===== src/rtl/led_mmio.sv =====
// led_mmio: memory-mapped LED output peripheral on the cpu data bus.
// Register window of 16 bytes at BASE_ADDR: DATA (+0x0), BLINK (+0x4),
// DIV (+0x8) and, when LED_MMIO_PWM_EN is defined, BRIGHT (+0xC).
// A prescaler toggles a blink phase every DIV cycles; blinking LEDs are
// on during phase 0 and off during phase 1. The LED pins are registered.
// Optional feature macro: LED_MMIO_PWM_EN (adds BRIGHT and a PWM gate).
module led_mmio #(
    parameter logic [31:0]      BASE_ADDR = 32'hFFFF_0000,
    parameter int               DIV_W     = 24,
    parameter logic [DIV_W-1:0] DIV_RST   = 24'd12_500_000
) (
    input  logic        clk_in,
    input  logic        reset,
    input  logic        we,
    input  logic [31:0] addr,
    input  logic [31:0] wdata,
    output logic [31:0] rdata,
    output logic        sel,
    output logic        led0,
    output logic        led1,
    output logic        led2,
    output logic        led3,
    output logic        led4,
    output logic        led5,
    output logic        led6,
    output logic        led7
);

    localparam logic [DIV_W-1:0] DIV_ONE = {{(DIV_W-1){1'b0}}, 1'b1};

    logic [31:0]      offset_s;
    logic [1:0]       word_s;
    logic             wr_s;
    logic             wdata_unused_s;
    logic [7:0]       data_r;
    logic [7:0]       blink_r;
    logic [DIV_W-1:0] div_r;
    logic [DIV_W-1:0] cnt_r;
    logic [DIV_W-1:0] div_eff_s;
    logic             wrap_s;
    logic             phase_r;
    logic             gate_s;
    logic [7:0]       led_next_s;
    logic [7:0]       led_r;
`ifdef LED_MMIO_PWM_EN
    logic [7:0]       bright_r;
    logic [7:0]       pwm_r;
`endif

    // Address decode: offset from the base so the window need not be 16-byte aligned.
    always_comb begin
        offset_s       = addr - BASE_ADDR;
        sel            = (offset_s < 32'd16);
        word_s         = offset_s[3:2];
        wr_s           = we & sel;
        wdata_unused_s = ^wdata;
    end

    // Effective half-period (DIV of 0 behaves like 1) and wrap detect.
    always_comb begin
        if (div_r == {DIV_W{1'b0}}) begin
            div_eff_s = DIV_ONE;
        end else begin
            div_eff_s = div_r;
        end
        wrap_s = (cnt_r >= (div_eff_s - DIV_ONE));
    end

    // Brightness gate and next LED value from the current register state.
    always_comb begin
`ifdef LED_MMIO_PWM_EN
        gate_s = (bright_r == 8'hFF) | (pwm_r < bright_r);
`else
        gate_s = 1'b1;
`endif
        led_next_s = data_r & ~(blink_r & {8{phase_r}}) & {8{gate_s}};
    end

    // Read mux: zero-extended register contents, 0 outside the window.
    always_comb begin
        rdata = 32'd0;
        if (sel) begin
            case (word_s)
                2'd0:    rdata = {24'd0, data_r};
                2'd1:    rdata = {24'd0, blink_r};
                2'd2:    rdata = {{(32-DIV_W){1'b0}}, div_r};
`ifdef LED_MMIO_PWM_EN
                2'd3:    rdata = {24'd0, bright_r};
`else
                2'd3:    rdata = 32'd0;
`endif
                default: rdata = 32'd0;
            endcase
        end else begin
            rdata = 32'd0;
        end
    end

    // Software-visible registers, updated by stores that hit the window.
    always_ff @(posedge clk_in) begin
        if (reset) begin
            data_r   <= 8'd0;
            blink_r  <= 8'd0;
            div_r    <= DIV_RST;
`ifdef LED_MMIO_PWM_EN
            bright_r <= 8'hFF;
`endif
        end else if (wr_s) begin
            case (word_s)
                2'd0:    data_r   <= wdata[7:0];
                2'd1:    blink_r  <= wdata[7:0];
                2'd2:    div_r    <= wdata[DIV_W-1:0];
`ifdef LED_MMIO_PWM_EN
                2'd3:    bright_r <= wdata[7:0];
`endif
                default: data_r   <= data_r;
            endcase
        end
    end

    // Blink prescaler: a DIV store restarts the count without touching phase.
    always_ff @(posedge clk_in) begin
        if (reset) begin
            cnt_r   <= {DIV_W{1'b0}};
            phase_r <= 1'b0;
        end else if (wr_s && (word_s == 2'd2)) begin
            cnt_r   <= {DIV_W{1'b0}};
        end else if (wrap_s) begin
            cnt_r   <= {DIV_W{1'b0}};
            phase_r <= ~phase_r;
        end else begin
            cnt_r   <= cnt_r + DIV_ONE;
        end
    end

`ifdef LED_MMIO_PWM_EN
    // Free-running PWM counter, wraps 255 -> 0.
    always_ff @(posedge clk_in) begin
        if (reset) begin
            pwm_r <= 8'd0;
        end else begin
            pwm_r <= pwm_r + 8'd1;
        end
    end
`endif

    // Registered LED drive.
    always_ff @(posedge clk_in) begin
        if (reset) begin
            led_r <= 8'd0;
        end else begin
            led_r <= led_next_s;
        end
    end

    assign led0 = led_r[0];
    assign led1 = led_r[1];
    assign led2 = led_r[2];
    assign led3 = led_r[3];
    assign led4 = led_r[4];
    assign led5 = led_r[5];
    assign led6 = led_r[6];
    assign led7 = led_r[7];

endmodule

===== config.mk =====
export PLATFORM = sky130hd
export DESIGN_NAME = led_mmio
export DESIGN_NICKNAME = d
export VERILOG_FILES = /design/src/rtl/led_mmio.sv
export SDC_FILE = /design/constraint.sdc
export NUM_CORES = 1
export LEC_CHECK = 0
export CORE_MARGIN = 2
export CORE_UTILIZATION = 51
export CTS_BUF_LIST = sky130_fd_sc_hd__clkbuf_4
export CTS_CLUSTER_DIAMETER = 50
export DETAILED_ROUTE_END_ITERATION = 12
export HOLD_SLACK_MARGIN = 0.06
export PLACE_DENSITY = 0.8
export SKIP_CTS_REPAIR_TIMING = 1
export SLEW_MARGIN = 15
export SYNTH_ARGS = -nofsm -noshare
export SYNTH_HDL_FRONTEND = slang
export SYNTH_SLANG_ARGS = --single-unit

===== constraint.sdc =====
create_clock -name clk_in -period 4.81 [get_ports clk_in]
set_input_delay 1.2025 -clock clk_in [delete_from_list [all_inputs] [get_ports clk_in]]
set_output_delay 1.2025 -clock clk_in [all_outputs]
set_load 0.005 [all_outputs]

==> flow_summary_export.csv, run 1 <==
group,metric,value,unit
detailed_routing,drt_total_wl,10.4,mm
synthesis,synth_ff_type,"dfxtp_1",
timing,setup_slack,0.0955,ns
final_layout,post_route_cells_drive_above_1_share,6.36,%
place,place.detailed.hpwl,7.82,mm
run,cap_violations,0,
hold_path,hold_path_depth,2,
timing,worst_clock_skew,0.0137,ns
synthesis,yosys.area_share.simple,26.9,%
timing,unrepaired_setup_endpoints_after_global_routing,"no",
setup_path,cp-end-kind,"primary output",
detailed_routing,firstDrtPassIters,5,
setup_path,cpMaxStageDelayCell,"or4_4",
setup_path,timing.critical_path.slowest_cell_delay,0.59,ns
setup_path,worst-r2r-setup-slack,0.36,ns
final_layout,fill_count,684,
synthesis,number_of_flops_mapped_to_enable_cells_by_yosys,0,
global_routing,groute.usage.overall,23.3,%
timing,layout_worst_path_cycle_share,98.0,%
timing,setup_violations_final,0,
global_routing,grt_remaining_overflow,0,
clocking,clkTransAtPathRegs,0.10,ns
detailed_routing,antenna_left,0,
timing,timing_max_transition_violations_final,0,
global_routing,grt_pass1_wl,16.7,mm
clocking,cts_tree,"yes",
global_routing,grt_max_degree,35,
detailed_routing,drc_errors,0,
pwr,overall_power_consumption,1.18,mW
pwr,power_density,215,nW/um^2
timing,report.final.hold_viol_count,0,
global_routing,first_global_vias,3682,
synthesis,flip_flop_and_latch_count_after_synthesis,73,
pwr,worst_ir_drop_vdd,0.144,mV
global_routing,use_met1,28.3,%
setup_path,worst_ep_arrival_time,3.51,ns
setup_path,worst_path_most_repeated_cell,"clkdlybuf4s50_1",
setup_path,top_delay_family_on_crit_path,"simple AND/OR/NAND/NOR gates",
clocking,cts_sinks,73,
detailed_routing,drt-vias-per-instance,5.59,
global_routing,use_met3,5.14,%
setup_path,crit_fanout,28,
place,buffer_ports.inserted,89,
setup_path,crit_path_start_kind,"input pin",
clocking,ctsLongestPathBuffers,2,
floorplanning,die_height,95.6,um
synthesis,syn-cell-area,4280,sq um
synthesis,synth_seq_area_share,34.1,%
synthesis,synth_top_family_by_area,"simple AND/OR/NAND/NOR gates",
global_routing,antenna_found_initial,0,
synthesis,synth_async_sr_flop_share,0,%
synthesis,synthAdderAreaFrac,7.60,%
detailed_routing,drt_first_iter_violations,122,
final_layout,layout.cells.most_common_list,"82 x clkdlybuf4s50_1, 73 x dfxtp_1, 60 x nor2_1",
pwr,total_leakage_power,2.38,nW
detailed_routing,number_of_vias_after_detailed_routing,3837,
hold_path,hold_path_startpoint,"data_r[0]",
synthesis,ys.warnings.count,0,
setup_path,timing_worst_setup_path_type,"input pin to primary output",
run_status,run_status,"finished clean",
timing,timing.slew.headroom,28.6,%
timing,max_clock_freq,0.212,GHz
final_layout,finish.net_count,670,
detailed_routing,drt-wirelength-per-cell,15.2,um
setup_path,reg2regPathDepth,16,
hold_path,worst_case_hold_path_end_point,"led_r[0]",
setup_path,cp-startpoint,"addr[4]",
floorplanning,floorplan.die.width,95.6,um
synthesis,post_synth_xor_area_fraction,8.80,%
hold_path,worstHoldPathType,"register to register",
floorplanning,top_level_ports,108,
synthesis,synth_compound_area_share,8.97,%
global_routing,global_route.peak_usage_layer,"met2",
floorplanning,core_area,8180,sq um
floorplanning,rows,33,
setup_path,timing.critical_path.cells,"clkdlybuf4s50_1, nand4b_1, or4_4, nor4_4, buf_12, and2_1, clkdlybuf4s50_1",
synthesis,synthesis.instances,492,
setup_path,crit-reg2reg-capture,"cnt_r[4]",
clocking,clock_tree.htree_level_count,3,
timing,slew_at_the_pin_closest_to_its_max_slew_limit,1.06,ns
timing,setup-tns-final,0,ns
final_layout,area_delta_synth_final,27.6,%
clocking,tritoncts.num_buffers,9,
synthesis,avgSynthCellArea,8.70,sq um
synthesis,yosysUniqueCellTypes,46,
setup_path,critical_path_required,3.61,ns
global_routing,globalRouteMet2Util,39.2,%
final_layout,antenna_fix_cells,0,
clocking,clockRootBuffer,"clkbuf_4",
synthesis,yosys-mux-area-fraction,8.42,%
setup_path,rr_startpoint,"div_r[5]",
final_layout,mostFrequentLayoutCell,"clkdlybuf4s50_1",
clocking,clock_insertion_delay_worst_skew,0.44,ns
setup_path,cp_num_buf_inv,3,
timing,timing.final.crit_period,4.71,ns
place,place_ws,0.0269,ns
place,gp_routability_congestion,0.881,
floorplanning,dieArea,9140,sq um
floorplanning,initial_core_util,52.4,%
## stage by stage
step	area [sq um]	hold WS (ns)	utilization (%)	instances
after floorplan	4310	0.422	-	499
after global placement	5250	0.441	64.2	671
after detailed placement	5250	0.439	64.2	671
after CTS	5430	0.457	66.4	687
after global routing	5460	0.482	66.8	687
final	5460	0.456	66.8	687
## per-layer routing
layer  vias up  wire, um
met5         -         0
met4         0       226
met3        27       504
met2        88      5120
met1      1814      4590
li1       1908         -
## how the worst max path moves through the flow
stage,end,slack [ns],cells past startpoint
finish,rdata[14],0.1,7
global route,rdata[16],0.001,7
CTS,rdata[10],0.02,7
detailed placement,rdata[10],0.03,7
global placement,rdata[10],0.05,7
floorplan,cnt_r[10],0.68,17
## tightest hold or removal path, stage by stage (launching register included)
cell	delay, ns
dfxtp_1	0.34
inv_1	0.05
a211oi_1	0.03
## report_power, final
group          leakage, nW  internal, mW  switching, mW
combinational         1.70        0.0498         0.0316
clock               0.0957         0.267          0.220
sequential           0.589         0.606        0.00284
total                 2.38         0.923          0.254
## synthesized netlist by cell type, types with 2 or more instances
cell type  instances  area, sq um
a211o_1           12          105
a211oi_1          10         75.1
a21oi_1           14         70.1
and2_1            18          113
and3_1            14         87.6
and4_1             4         35.0
buf_2              4         20.0
buf_4              8         60.1
clkbuf_1          17         63.8
dfxtp_1           73         1460
ha_1              26          325
inv_1             17         63.8
mux2i_1           36          360
nand2_1           22         82.6
nand3_1           13         65.1
nand4_1           14         87.6
nand4b_1           2         17.5
nor2_1            60          225
nor2b_1            4         25.0
nor3_1            34          170
nor3_2             2         20.0
nor4_1            11         68.8
nor4_4             2         42.5
o211ai_1           3         22.5
o21ai_0            6         30.0
or2_2              2         12.5
or4_1              3         22.5
or4_4              2         22.5
xnor2_1           23          201
xor2_1            20          175
## logic make-up (layout without fill, tap and decap cells)
group / count (synthesis) / in the layout
buf+inv: 47 / 130
other cells: 1 / 8
mux: 36 / 36
simple gates: 213 / 213
compound gates: 53 / 53
flops: 73 / 73
xor+xnor: 43 / 43
fa+ha+maj: 26 / 26
## flip-flops by register name (all words and copies together) (netlist names)
signal / flops
cnt_r: 24
div_r: 24
blink_r: 8
data_r: 8
led_r: 8
phase_r: 1
## area by class of cell
class                           count  area (sq um)  area share [%]
Clock inverter                      6           106            1.95
Inverter                           17          63.8            1.17
Sequential cell                    73          1460            26.8
Clock buffer                       10          75.1            1.37
Multi-Input combinational cell    379          2640            48.4
Tap cell                          105           131            2.40
Timing Repair Buffer               97           981            18.0
(Power assumes the default switching activity.)
==> inputs of run 2 (changes only) <==
--- a/config.mk
+++ b/config.mk
@@ -5,8 +5,10 @@
 export SDC_FILE = /design/constraint.sdc
 export NUM_CORES = 1
 export LEC_CHECK = 0
-export CORE_MARGIN = 2
-export CORE_UTILIZATION = 51
+export CELL_PAD_IN_SITES_DETAIL_PLACEMENT = 1
+export CELL_PAD_IN_SITES_GLOBAL_PLACEMENT = 2
+export CORE_MARGIN = 3
+export CORE_UTILIZATION = 30
 export CTS_BUF_LIST = sky130_fd_sc_hd__clkbuf_4
 export CTS_CLUSTER_DIAMETER = 50
 export DETAILED_ROUTE_END_ITERATION = 12
==> run 2 against run 1 <==
  * Fmax grew 0.85%
  * Hold slack gained 0.0034 ns
  * Clock power down 26%
  * Critical endpoint is now rdata[17]
  * Highest routed layer unchanged
==> flow_summary_export.csv, run 2 (same netlist as run 1, synthesis figures left out) <==
group,metric,value,unit
floorplanning,initial_core_util,30.7,%
pwr,total_leakage_power,2.25,nW
pwr,seqPwrFrac,58.0,%
clocking,cts_sinks,73,
final_layout,finish.net_count,677,
pwr,switching_share,27.3,%
pwr,p_clk_share,34.2,%
global_routing,grt_max_degree,52,
hold_path,worstHoldPathType,"register to register",
setup_path,worst_path_most_repeated_cell,"clkdlybuf4s50_1",
setup_path,cpMaxStageDelayCell,"or4_4",
run,cap_violations,0,
detailed_routing,wl_met2,6.19,mm
setup_path,crit_fanout,14,
detailed_routing,drt-wirelength-per-cell,16.5,um
floorplanning,dieArea,15700,sq um
global_routing,first_global_vias,4195,
pwr,power.combinational.fraction,7.8,%
pwr,cellInternalPower,0.764,mW
final_layout,area_delta_synth_final,29.6,%
detailed_routing,drt_first_iter_violations,203,
pwr,net-switching-power,0.287,mW
global_routing,groute.usage.overall,16.2,%
final_layout,design_area,5550,sq um
floorplanning,die_height,125,um
detailed_routing,antenna_left,0,
timing,slew_at_the_pin_closest_to_its_max_slew_limit,0.952,ns
clocking,clock_insertion_delay_worst_skew,0.45,ns
setup_path,timing.critical_path.slowest_cell_delay,0.56,ns
timing,max_clock_freq,0.214,GHz
detailed_routing,route.layer.met1.wl,5.79,mm
setup_path,top_delay_family_on_crit_path,"buffers and inverters",
final_layout,mostFrequentLayoutCell,"clkdlybuf4s50_1",
timing,setup_violations_final,0,
clocking,ctsLongestPathBuffers,2,
final_layout,post_route_cells_drive_above_1_share,7.64,%
timing,layout_worst_path_cycle_share,97.2,%
global_routing,grt_pass1_wl,20.8,mm
setup_path,crit_path_start_kind,"input pin",
run_status,run_status,"finished clean",
global_routing,grt_remaining_overflow,0,
timing,report.final.hold_viol_count,0,
timing,timing.slew.headroom,36.5,%
floorplanning,floorplan.die.width,125,um
setup_path,cp_num_buf_inv,4,
clocking,clockRootBuffer,"clkbuf_4",
place,buffer_ports.inserted,89,
setup_path,critical_path_required,3.61,ns
global_routing,antenna_found_initial,0,
setup_path,worst_ep_arrival_time,3.47,ns
pwr,power_density,189,nW/um^2
clocking,clkTransAtPathRegs,0.14,ns
floorplanning,rows,43,
detailed_routing,drt_total_wl,12.7,mm
timing,worst_clock_skew,0.0144,ns
pwr,worst_ir_drop_vdd,0.124,mV
clocking,tritoncts.num_buffers,9,
clocking,cts_tree,"yes",
floorplanning,top_level_ports,108,
place,place.detailed.hpwl,9.78,mm
final_layout,layout_top_registers,"cnt_r: 24 flops, div_r: 24 flops",
detailed_routing,top_signal_layer_used,"met4",
detailed_routing,number_of_vias_after_detailed_routing,3881,
timing,setup-tns-final,0,ns
detailed_routing,drt-vias-per-instance,5.05,
place,placed_area,5390,sq um
timing,timing.final.crit_period,4.68,ns
final_layout,antenna_fix_cells,0,
detailed_routing,drc_errors,0,
timing,timing_max_transition_violations_final,0,
timing,unrepaired_setup_endpoints_after_global_routing,"no",
detailed_routing,firstDrtPassIters,4,
final_layout,layout.cells.most_common_list,"88 x clkdlybuf4s50_1, 73 x dfxtp_1, 60 x nor2_1",
setup_path,cp-end-kind,"primary output",
clocking,clock_tree.htree_level_count,3,
place,gp_routability_congestion,0.771,
detailed_routing,wl_met3,602,um
setup_path,timing_worst_setup_path_type,"input pin to primary output",
floorplanning,core_area,13900,sq um
setup_path,timing.critical_path.cells,"clkdlybuf4s50_1, nand4b_1, or4_4, nor4_4, buf_4, buf_12, and2_1, clkdlybuf4s50_1",
[run 2: cell count changes in the layout (fill, tap and decap cells not counted), sizes merged]
cell	before	now
inv	17	19
bufinv	3	0
dlymetal6s2s	7	0
clkdlybuf4s50	82	88
clkinvlp	0	3
clkinv	3	2
buf	8	15
[run 2: worst paths after layout]
path	cells past startpoint	startpoint	to	slack, ns
hold / removal	2	data_r[2]	led_r[2]	0.46
setup / recovery	8	addr[20]	rdata[17]	0.13
setup reg to reg	16	div_r[17]	cnt_r[8]	0.45
hold reg to reg	2	data_r[2]	led_r[2]	0.46
[run 2: per-stage QoR]
| stage | total power [mW] | util [%] | hold slack, ns | worst slack, ns | cells |
|---|---|---|---|---|---|
| final | 1.05 | 39.8 | 0.459 | 0.135 | 769 |
| after global routing | 1.10 | 39.8 | 0.486 | 0.0502 | 769 |
| after CTS | 1.07 | 39.5 | 0.470 | 0.0284 | 767 |
| after detailed placement | 0.705 | 38.7 | 0.445 | 0.0327 | 751 |
| after global placement | 0.704 | 38.7 | 0.442 | 0.0543 | 751 |
| after floorplan | 0.653 | - | 0.422 | 0.678 | 499 |
[run 2: layer usage]
metal / vias up / global-route usage (%)
met2: 71 / 27.8
met5: - / 0
met4: 0 / 3.57
met3: 10 / 5.13
li1: 1931 / -
met1: 1869 / 19.8
[run 2: worst register-to-register path: stages (launching register included)]
cell      delay [ns]
dfxtp_1         0.44
or4_1           0.60
and4bb_2        0.37
and4_1          0.25
nor2_1          0.09
ha_1            0.22
nand2_1         0.14
nor4_2          0.08
nor2b_1         0.16
xnor2_1         0.14
ha_1            0.31
nand4_1         0.13
nor4_1          0.43
o211ai_1        0.26
o211ai_1        0.32
buf_12          0.21
nor3_1          0.08
[run 2: layout make-up]
type                            count  area (sq um)
Tap cell                          180           225
Clock inverter                      7          52.6
Fill cell                        1658          8390
Multi-Input combinational cell    379          2640
Timing Repair Buffer              104          1040
Sequential cell                    73          1460
Inverter                           17          63.8
Clock buffer                        9          67.6
[run 2: power groups by stage]
stage / clock network, mW / logic (mW) / registers (mW)
after floorplan: 0 / 0.0304 / 0.622
after global routing: 0.405 / 0.0889 / 0.611
final: 0.359 / 0.0819 / 0.610
after CTS: 0.381 / 0.0824 / 0.610
after detailed placement: 0 / 0.0820 / 0.623
after global placement: 0 / 0.0807 / 0.623
==> inputs of run 3 (changes only) <==
==> constraint.sdc (replaced) <==
create_clock -name clk_in -period 4.81 [get_ports clk_in]
set_input_delay 1.2025 -clock clk_in [delete_from_list [all_inputs] [get_ports clk_in]]
set_output_delay 1.2025 -clock clk_in [all_outputs]
set_load 0.1 [all_outputs]
==> run 3 against run 2 <==
  * Wire length fell by 0.57%
  * Clock-buffer cell count stayed put
  * Sequential share of layout area fell by 0.93 points
  * Power grew 8.1%
  * Critical path type unchanged
  * Flip-flop and latch count unchanged
  * Die area is the same
  * Cell count shrank 0.65%
  * Hold slack improved by 0.0029 ns
==> flow_summary_export.csv, run 3 (same netlist as run 1, synthesis figures left out) <==
group,metric,value,unit
detailed_routing,firstDrtPassIters,5,
setup_path,cp-startpoint,"addr[20]",
clocking,clkTransAtPathRegs,0.14,ns
run,cap_violations,0,
clocking,cts_sinks,73,
final_layout,post_route_cells_drive_above_1_share,11.0,%
detailed_routing,drt-wirelength-per-cell,16.5,um
setup_path,cp-end-kind,"primary output",
setup_path,worst_ep_arrival_time,3.34,ns
final_layout,layout_top_registers,"cnt_r: 24 flops, div_r: 24 flops",
place,buffer_ports.inserted,89,
setup_path,worst-r2r-setup-slack,0.40,ns
hold_path,worst_case_hold_path_end_point,"led_r[5]",
global_routing,grt_remaining_overflow,0,
place,place.detailed.hpwl,9.90,mm
timing,slew_at_the_pin_closest_to_its_max_slew_limit,0.989,ns
final_layout,postLayoutCoreUtil,41.3,%
pwr,power_density,197,nW/um^2
floorplanning,rows,43,
hold_path,worstHoldPathType,"register to register",
floorplanning,core_area,13900,sq um
hold_path,hold_path_depth,2,
global_routing,grt_pass1_wl,21.2,mm
pwr,total_leakage_power,2.35,nW
timing,max_clock_freq,0.220,GHz
final_layout,antenna_fix_cells,0,
setup_path,crit_path_start_kind,"input pin",
detailed_routing,drc_errors,0,
clocking,clockRootBuffer,"clkbuf_4",
timing,setup_violations_final,0,
setup_path,timing_worst_setup_path_type,"input pin to primary output",
final_layout,layout.cells.most_common_list,"73 x dfxtp_1, 63 x clkdlybuf4s50_1, 60 x nor2_1",
detailed_routing,drt_total_wl,12.6,mm
clocking,cts_tree,"yes",
final_layout,area_delta_synth_final,34.3,%
run_status,run_status,"finished clean",
global_routing,first_global_vias,4193,
timing,setup-tns-final,0,ns
timing,layout_worst_path_cycle_share,94.4,%
clocking,ctsLongestPathBuffers,2,
floorplanning,floorplan.die.width,125,um
detailed_routing,antenna_left,0,
setup_path,crit_fanout,28,
timing,worst_clock_skew,0.0158,ns
place,gp_routability_congestion,0.781,
timing,unrepaired_setup_endpoints_after_global_routing,"no",
floorplanning,top_level_ports,108,
hold_path,hold_path_startpoint,"data_r[5]",
clocking,clock_insertion_delay_worst_skew,0.47,ns
pwr,worst_ir_drop_vdd,0.140,mV
clocking,clock_tree.htree_level_count,3,
global_routing,grt_max_degree,52,
detailed_routing,number_of_vias_after_detailed_routing,3852,
detailed_routing,drt-vias-per-instance,5.04,
timing,timing.slew.headroom,33.9,%
timing,timing_max_transition_violations_final,0,
final_layout,mostFrequentLayoutCell,"dfxtp_1",
final_layout,finish.net_count,672,
global_routing,antenna_found_initial,0,
floorplanning,die_height,125,um
floorplanning,initial_core_util,30.7,%
detailed_routing,drt_first_iter_violations,189,
clocking,tritoncts.num_buffers,9,
global_routing,groute.usage.overall,16.5,%
pwr,overall_power_consumption,1.14,mW
setup_path,rr_startpoint,"div_r[17]",
timing,timing.final.crit_period,4.54,ns
setup_path,crit-reg2reg-capture,"cnt_r[17]",
setup_path,reg2regPathDepth,16,
floorplanning,dieArea,15700,sq um
final_layout,fill_count,1602,
timing,report.final.hold_viol_count,0,
setup_path,critical_path_required,3.61,ns
## run 3: changes by cell type in the layout (fill, tap and decap cells not counted), sizes merged
| cell | delta |
|---|---|
| inv | +1 |
| bufinv | +1 |
| clkdlybuf4s50 | -25 |
| clkbuf | -1 |
| clkinvlp | -2 |
| buf | +21 |
## run 3: worst max-delay path by stage
stage          slack, ns  cells past startpoint         to
3_3_place_gp        0.29                      7  rdata[13]
6_report            0.27                      7  rdata[13]
4_1_cts             0.25                      7  rdata[13]
2_1_floorplan       0.07                      6  rdata[13]
3_5_place_dp        0.25                      7  rdata[20]
5_1_grt             0.02                     16   cnt_r[2]
## run 3: per-layer routing
layer  vias to the layer above  global-route usage (%)  share of wire [%]
met5                         -                       0                  0
met3                        12                    4.96                4.5
met2                        74                    28.6                 49
met1                      1849                    20.0                 45
met4                         0                    4.27                1.2
li1                       1917                       -                  -
## run 3: worst max-delay path, cell delays in order
cell	delay [ns]
clkdlybuf4s50_1	0.46
nand4b_1	0.15
or4_1	0.60
nor4_4	0.22
buf_4	0.28
and2_1	0.23
buf_12	0.19
## run 3: through the flow
| step | cells | instance area (sq um) | setup WS (ns) | hold WS, ns |
|---|---|---|---|---|
| after global routing | 764 | 5750 | 0.0246 | 0.465 |
| after floorplan | 499 | 4310 | 0.0726 | 0.422 |
| after detailed placement | 748 | 5600 | 0.255 | 0.455 |
| final | 764 | 5750 | 0.267 | 0.462 |
| after global placement | 748 | 5600 | 0.289 | 0.436 |
| after CTS | 764 | 5750 | 0.248 | 0.465 |
## run 3: layout make-up
type	count	area (sq um)	area share (%)
Inverter	17	63.8	1.11
Sequential cell	73	1460	25.4
Clock buffer	9	67.6	1.17
Multi-Input combinational cell	379	2630	45.8
Clock inverter	7	76.3	1.33
Timing Repair Buffer	99	1220	21.3
Tap cell	180	225	3.92
## run 3: report_power, final
| group | internal (mW) | switching [mW] | leakage [nW] | total (mW) |
|---|---|---|---|---|
| registers | 0.607 | 0.00305 | 0.589 | 0.610 |
| logic | 0.0489 | 0.0590 | 1.69 | 0.108 |
| clock network | 0.163 | 0.255 | 0.0750 | 0.418 |
| total | 0.818 | 0.317 | 2.35 | 1.14 |
